<file path="config.mk">
export PLATFORM = sky130hd
export DESIGN_NAME = fetch_unit
export DESIGN_NICKNAME = d
export VERILOG_FILES = /design/src/rtl/fetch_pkg.sv /design/src/rtl/fetch_queue.sv /design/src/rtl/fetch_unit.sv
export SDC_FILE = /design/constraint.sdc
export NUM_CORES = 1
export LEC_CHECK = 0
export BUFFER_PORTS_ARGS = -buffer_cell sky130_fd_sc_hd__buf_2
export CORE_ASPECT_RATIO = 1.75
export CORE_MARGIN = 10
export CORE_UTILIZATION = 57
export DETAILED_ROUTE_END_ITERATION = 7
export PLACE_DENSITY = 0.94
export SLEW_MARGIN = 25
export SYNTH_ARGS = -nofsm -noshare
export SYNTH_HDL_FRONTEND = slang
export SYNTH_SLANG_ARGS = --single-unit
</file>
<file path="constraint.sdc">
create_clock -name clk -period 17.5 [get_ports clk]
set_clock_uncertainty 0.15 [all_clocks]
set_input_delay 0 -clock clk [delete_from_list [all_inputs] [get_ports clk]]
set_output_delay 0 -clock clk [all_outputs]
set_load 0.005 [all_outputs]
</file>
<file path="src/rtl/fetch_pkg.sv">
// Shared types and constants for the instruction-fetch stage.
// Latency: none (declarations only); backpressure: n/a.
package fetch_pkg;
    localparam int ADDR_W = 32;
    localparam int INST_W = 32;
    localparam logic [INST_W-1:0] NOP_INST = 32'h0;
    localparam logic [ADDR_W-1:0] PC_STEP  = 32'd4;

    typedef struct packed {
        logic [ADDR_W-1:0] pc;
        logic [INST_W-1:0] inst;
    } fetch_entry_t;

    function automatic logic [ADDR_W-1:0] align_word(input logic [ADDR_W-1:0] addr);
        return {addr[ADDR_W-1:2], 2'b00};
    endfunction
endpackage

</file>
<file path="src/rtl/fetch_queue.sv">
// Power-of-two FIFO of {pc, inst} entries with flush; head is read combinationally.
// Latency: an entry written at posedge N is the head after N. Backpressure: caller must not enq when full without deq.
module fetch_queue
    import fetch_pkg::*;
#(
    parameter int DEPTH = 2
) (
    input  logic                     clk_i,
    input  logic                     rst_ni,
    input  logic                     flush_i,
    input  logic                     enq_i,
    input  fetch_entry_t             enq_dat_i,
    input  logic                     deq_i,
    output fetch_entry_t             head_dat_o,
    output logic [$clog2(DEPTH):0]   count_o,
    output logic                     full_o,
    output logic                     empty_o
);
    localparam int PTR_W = $clog2(DEPTH);

    fetch_entry_t     mem_q [DEPTH];
    logic [PTR_W-1:0] wr_ptr_q, wr_ptr_d;
    logic [PTR_W-1:0] rd_ptr_q, rd_ptr_d;
    logic [PTR_W:0]   count_q, count_d;

    always_comb begin
        wr_ptr_d = wr_ptr_q;
        rd_ptr_d = rd_ptr_q;
        count_d  = count_q;
        if (flush_i) begin
            wr_ptr_d = '0;
            rd_ptr_d = '0;
            count_d  = '0;
        end else begin
            if (enq_i) wr_ptr_d = wr_ptr_q + 1'b1;
            if (deq_i) rd_ptr_d = rd_ptr_q + 1'b1;
            count_d = count_q + {{PTR_W{1'b0}}, enq_i} - {{PTR_W{1'b0}}, deq_i};
        end
    end

    always_ff @(posedge clk_i) begin
        if (!rst_ni) begin
            wr_ptr_q <= '0;
            rd_ptr_q <= '0;
            count_q  <= '0;
        end else begin
            wr_ptr_q <= wr_ptr_d;
            rd_ptr_q <= rd_ptr_d;
            count_q  <= count_d;
        end
    end

    // Storage needs no reset: count gates every read of it.
    always_ff @(posedge clk_i) begin
        if (enq_i && !flush_i) mem_q[wr_ptr_q] <= enq_dat_i;
    end

    assign head_dat_o = mem_q[rd_ptr_q];
    assign count_o    = count_q;
    assign full_o     = (count_q == (PTR_W+1)'(DEPTH));
    assign empty_o    = (count_q == '0);
endmodule

</file>
<file path="src/rtl/fetch_unit.sv">
// PC owner driving the instruction ROM; queues {pc, inst} for decode. Optional macro FETCH_ALIGN_CHECK_EN.
// Latency: fetch at posedge N visible on out_* after N. Backpressure: PC stalls when queue full; redirect flushes.
module fetch_unit
    import fetch_pkg::*;
#(
    parameter logic [31:0] RESET_PC    = 32'h0000_0000,
    parameter int          QUEUE_DEPTH = 2
) (
    input  logic        clk,
    input  logic        rst,
    input  logic        redirect_valid,
    input  logic [31:0] redirect_pc,
    output logic        rom_ce,
    output logic [31:0] rom_addr,
    input  logic [31:0] rom_inst,
    output logic        out_valid,
    input  logic        out_ready,
    output logic [31:0] out_pc,
    output logic [31:0] out_inst
`ifdef FETCH_ALIGN_CHECK_EN
    ,
    output logic        fetch_misalign
`endif
);
    logic [31:0]  pc_q, pc_d;
    logic         rom_ce_q, rom_ce_d;
    logic         misalign_q, misalign_d;
    logic         fetch_fire, deq_fire;
    logic         q_full, q_empty;
    logic [$clog2(QUEUE_DEPTH):0] q_count;
    fetch_entry_t enq_dat, head_dat;

    assign out_valid  = !q_empty;
    assign deq_fire   = out_valid && out_ready && !redirect_valid;
    assign fetch_fire = rom_ce_q && !redirect_valid && (!q_full || deq_fire);
    assign enq_dat    = '{pc: pc_q, inst: rom_inst};

    always_comb begin
        pc_d       = pc_q;
        misalign_d = misalign_q;
        if (redirect_valid) begin
            pc_d = align_word(redirect_pc);
`ifdef FETCH_ALIGN_CHECK_EN
            misalign_d = (redirect_pc[1:0] != 2'b00);
`endif
        end else if (fetch_fire) begin
            pc_d = pc_q + PC_STEP;
        end
        // A misaligned target parks fetch until an aligned redirect arrives.
        rom_ce_d = !misalign_d;
    end

    always_ff @(posedge clk) begin
        if (!rst) begin
            pc_q       <= RESET_PC;
            rom_ce_q   <= 1'b0;
            misalign_q <= 1'b0;
        end else begin
            pc_q       <= pc_d;
            rom_ce_q   <= rom_ce_d;
            misalign_q <= misalign_d;
        end
    end

    fetch_queue #(
        .DEPTH(QUEUE_DEPTH)
    ) u_queue (
        .clk_i      (clk),
        .rst_ni     (rst),
        .flush_i    (redirect_valid),
        .enq_i      (fetch_fire),
        .enq_dat_i  (enq_dat),
        .deq_i      (deq_fire),
        .head_dat_o (head_dat),
        .count_o    (q_count),
        .full_o     (q_full),
        .empty_o    (q_empty)
    );

    assign rom_ce   = rom_ce_q;
    assign rom_addr = pc_q;
    assign out_pc   = out_valid ? head_dat.pc   : 32'h0;
    assign out_inst = out_valid ? head_dat.inst : NOP_INST;

`ifdef FETCH_ALIGN_CHECK_EN
    assign fetch_misalign = misalign_q;
`endif
endmodule

</file>
Word-level counts from Yosys, hierarchy flattened
Memories as Yosys holds them, arrays and structs flattened. A register that Yosys moved wholly into a read port is not among the register bits.
Index checks and enable logic that the tools add are counted.

word-level totals
  flip-flop bits (word level) = 37
  bits in latches = 0
  bits in writable memories = 128
  memory bits (read-only) = 0
  input bits = 68
  logic and storage cells = 34
  memories = 1

operators by class
  add/subtract/negate cells = 5
  $mul = 0
  divide/modulo/power cells = 0
  order comparisons = 0
  equal/unequal tests = 1
  shift operators = 0
  mux-type cells = 8
  bitwise gates (word level) = 1
  reduce and logical (&&, ||, !) cells = 12

memory list
  name           words  bits a word  rd ports  clocked after memory_dff  wr ports  line               source
  u_queue.mem_q  2      64           1         1                         1         fetch_queue.sv:21  fetch_entry_t mem_q [DEPTH];

operator list
  operator                                        count
  2-to-1 mux 32 bit                               4
  adder 32 x 3 -> 32 bit (second input constant)  1
  logical AND 1 bit                               5
  2-to-1 mux 1 bit                                4
  logical NOT 1 bit                               3
  adder 1 bit (second input constant)             2
  adder 2 x 1 -> 2 bit                            1
  equality test 2 bit (second input constant)     1
  logical NOT 2 bit                               1
  nonzero test 2 bit                              1
  OR reduction 2 bit                              1
  subtractor 2 x 1 -> 2 bit                       1
  logical OR 1 bit                                1
  inverter 1 bit                                  1

Depth between registers and ports, before layout
  word-level depth = 9
  gate-level depth with buffers = 8

By module
From an unflattened synthesis, not the netlist that was laid out.

unflattened totals
  cells, all modules = 515
  area, all modules = 7467.2 um^2

by module, submodules not included
  module       times used  cells each  area an instance (um^2)  seq. area each (um^2)
  fetch_queue  1           222         5148.7                   3943.8
  fetch_unit   1           293         2318.5                   620.6

Worst setup path before layout
Ideal clock, no wire load.

  path type = register to register
  start point = reg u_queue.count_q[1], in the netlist u_queue.count_o[1]
  end point = mem u_queue.mem_q[0][0] in the netlist's numbering (enable)
  setup time = 0.558 ns
  data arrival time = 5.124 ns
  data required time = 16.792 ns
  slack = 11.668 ns
  cell stages (with the launch flop) = 6
  period minus slack after synthesis = 5.832 ns
  cell sequence = dfxtp_1 or3b_1 buf_4 nand2_4 clkbuf_1 nor3_1

on the way
  word-level cells in the longest chain between the ends = 9
  elaborated cells on any way between the ends = 11
  those cells by class = eq/ne: 1; mux: 2; reduce/logical: 8

ends and longest elaborated chain
  what                                        line               source
  from (decl)                                 fetch_queue.sv:24  logic [PTR_W:0] count_q, count_d;
  from (signal assigned)                      fetch_queue.sv:49  count_q <= count_d;
  logical NOT 2 bit                           fetch_queue.sv:61  assign empty_o = (count_q == '0);
  logical NOT 1 bit                           fetch_unit.sv:33   assign out_valid = !q_empty;
  logical AND 1 bit (2 in series)             fetch_unit.sv:34   assign deq_fire = out_valid && out_ready && !redirect_valid;
  logical OR 1 bit (*)                        fetch_unit.sv:35   assign fetch_fire = rom_ce_q && !redirect_valid && (!q_full || deq_fire);
  logical AND 1 bit (*)                       fetch_unit.sv:35
  logical AND 1 bit (*)                       fetch_queue.sv:55  if (enq_i && !flush_i) mem_q[wr_ptr_q] <= enq_dat_i;
  2-to-1 mux 1 bit (*)                        fetch_queue.sv:55
  2-to-1 mux 1 bit (not written as such) (*)  fetch_queue.sv:55
  to (decl)                                   fetch_queue.sv:21

Every way passes the cells marked *; elsewhere a longest branch is shown, timed or not.

Final worst setup path
  start point = reg u_queue.count_q[1], in the netlist u_queue.count_o[1]
  end point = reg pc_q[3], in the netlist rom_addr[3]

on the way
  word-level cells in the longest chain between the ends = 7
  elaborated cells on any way between the ends = 9
  those cells by class = eq/ne: 1; reduce/logical: 8

ends and longest elaborated chain
  what                                     line               source
  logical NOT 2 bit                        fetch_queue.sv:61
  logical NOT 1 bit                        fetch_unit.sv:33
  logical AND 1 bit (2 in series)          fetch_unit.sv:34
  logical OR 1 bit (*)                     fetch_unit.sv:35
  logical AND 1 bit (*)                    fetch_unit.sv:35
  nonzero test 2 bit (no source line) (*)  -
  to (signal assigned)                     fetch_unit.sv:59   pc_q <= pc_d;
  to (decl)                                fetch_unit.sv:25   logic [31:0] pc_q, pc_d;

Marks and branches as above.
A chain may end at the register's enable or synchronous reset.

==> reports/metrics.yaml <==
fin_tns_setup_ps: 0
cp.required_ps: 17650
yosysSeqAreaShare_pct: 67.4
finalMaxSlewViolations: 0
min_path_cells: 2
critPathCapture: "rom_addr[3]"
synth_cell_types: 41
start_kind: "register"
cts.repair.resized: 0
htreeDepth: 4
crit_top_cell: "dlygate4sd3_1"
crit_family: "buffers and inverters"
yosysMostFrequentCell: "edfxtp_1"
crit_buf_inv: 2
startpoint: "u_queue.count_o[1]"
ys_ff_latch: 160
place_congestion: 0.883
synth_top_family_by_area: "simple AND/OR/NAND/NOR gates"
synth.area.mux_share_pct: 9.57
async_flop_share_pct: 0
tightest_slew_ps: 852
r2r_cells: 7
slew_headroom_pct: 43.2
synth_adder_area_share_pct: 0.380
holdWs_ps: 161
synth_flop_cell: "edfxtp_1"
synth_cells: 507
vias_per_cell: 5.70
cts_tree: "done"
period_needed_ps: 3060
p_per_area_nw_per_um2: 94.8
synth.largest_area_cell: "edfxtp_1"
rrSetupSlack_ps: 14440
layout.nets: 828
avgSynthCellArea_um2: 13.0
pin_count: 166
path_depth: 7
dp_hpwl_um: 10600
coreArea_um2: 11200
setup_viol: 0
grt_max_degree: 64
hp-class: "input port to register"
fin_util_pct: 80.4
path_max_fanout: 19
clk_pin_slew_ps: 60
dp_cells: 773
synth.top_cells.by_count: "edfxtp_1 (124), nor2_1 (70), mux2i_1 (63)"
crit_chain: "or3b_1 > nand2_4 > mux2i_1 > o21ai_0 > dlygate4sd3_1 > and2_1 > dlygate4sd3_1"
fin_cells: 903
die_area_um2: 16400
finalHoldViolations: 0
synth_edf_count: 124
clkLatencyLatePin_ps: 420
antenna_found_initial: 0
synth-compound-area-share_pct: 5.77
synth-xor-area-share_pct: 3.19
num_rows: 51
cts-root-buf: "clkbuf_16"
drv_cap: 0
synthSimpleGateAreaFrac_pct: 11.2
r2r_start: "u_queue.count_o[1]"
cts_setup_buffers: 0
syn_area_um2: 6590
die_h_um: 162
fmax_mhz: 327
cpMaxStageDelayCell: "dlygate4sd3_1"
power.leakage_uw: 0.00343
rsz0062_at_grt: "no"
first_pass_iters: 5
netlist.area_leader.share_pct: 56.5
gr-total-overflow: 0
fillers: 623
regToRegEndpoint: "rom_addr[3]"
synthTopCellsByArea: "edfxtp_1 (56%), dfxtp_1 (11%), mux2i_1 (9.6%), nor2_1 (4.0%), o21ai_0 (2.5%)"
clock-sinks: 160
io_buffers: 159
drt_wl_total_um: 18400
fin_crit_sh_pct: 17.5
cp_slowest_stage_delay_ps: 560
fin_total_pwr_uw: 856
grt_pass1_vias: 5307
endpoint_kind: "register"
drt-initial-drc-count: 403
start_util_pct: 58.7
grt.total_usage_pct: 22.1
cts_buffers: 17
drcViolationCount: 0
status: "complete, no violations"
via_count: 5147
die_x_um: 101
areaGrowthSynthToFinish_pct: 37.0
cts_buffer_depth: 2
drive_above_1_share_pct: 26.5
grt_pass1_wl_um: 28600
arrival_ps: 3210
yosys_warnings: 0
post_drt_wl_per_cell_um: 20.3
crit_type: "register to register"
ant_nets: 0
antenna_cells_inserted: 0
vdd_drop_max_mv: 0.0795
## metrics by stage
| stage | cell area (µm²) | worst slack, ps |
|---|---|---|
| after floorplan | 6600 | 11670 |
| after global placement | 7470 | 14870 |
| after detailed placement | 7470 | 14740 |
| after CTS | 9000 | 14480 |
| after global routing | 9030 | 14380 |
| final | 9030 | 14440 |
## report_power, final
part | switching (µW) | total [µW] | internal (µW)
combinational | 33.2 | 69.7 | 36.5
sequential | 13.0 | 439 | 426
clock | 150 | 348 | 197
total | 197 | 856 | 659
## area by class of cell
class | count | area, µm² | share of cell area [%]
flip-flops and latches | 160 | 4450 | 49.3
multi-input cells | 313 | 2010 | 22.3
repair buffers | 260 | 1820 | 20.1
clock buffers | 18 | 429 | 4.75
well taps | 132 | 165 | 1.83
clock inverters | 14 | 133 | 1.47
inverters | 6 | 22.5 | 0.249
## metal layers
layer	vias up	wire length [µm]	track usage, %
li1	2357	-	-
met1	2460	6590	24.1
met2	266	9750	37.9
met3	64	1340	6.20
met4	0	668	10.4
met5	-	0	0
## sequential cells by signal, indices dropped and copies added, names as in the netlist, named ones only
| signal | count |
|---|---|
| u_queue.mem_q | 124 |
| u_queue.count_o | 2 |
| rom_ce | 1 |
| u_queue.wr_ptr_q | 1 |
| u_queue.rd_ptr_q | 1 |
| rom_addr | 30 |
## cells in the final DEF, fill, tap and decap left out, types with 17 or more instances in the layout
cell           synthesis  final
clkbuf_16              0     17
nand2_1               23     23
mux2i_1               63     63
dlygate4sd3_1          0     97
dfxtp_1               36     35
buf_2                  1    159
o21ai_0               33     33
nor2_1                70     69
edfxtp_1             124    124
## kinds of logic after synthesis
| group | count (synthesis) |
|---|---|
| muxes | 63 |
| buffers and inverters | 37 |
| DFF | 160 |
| and+or+nand+nor | 153 |
| AOI/OAI and AO/OA | 67 |
| adders and majority gates | 2 |
| xor gates and xnor gates | 24 |
| other | 1 |
## worst min path at each step
stage                   start  slack (ps)                    to
2_1_floorplan             rst        -120                rom_ce
3_3_place_gp     rom_inst[21]          40  u_queue.mem_q[1][21]
3_5_place_dp      rom_inst[2]          40   u_queue.mem_q[1][2]
4_1_cts        redirect_valid         140          rom_addr[31]
5_1_grt           rom_inst[4]         160   u_queue.mem_q[0][4]
6_report          rom_inst[1]         160   u_queue.mem_q[0][1]
## repair_timing
item / in CTS / in global routing
endpoints found under the setup margin: 0 / 0
hold buffers: 97 / 0
endpoints found under the hold margin: 98 / 0
No activity file was read; power rests on OpenSTA's default activity.
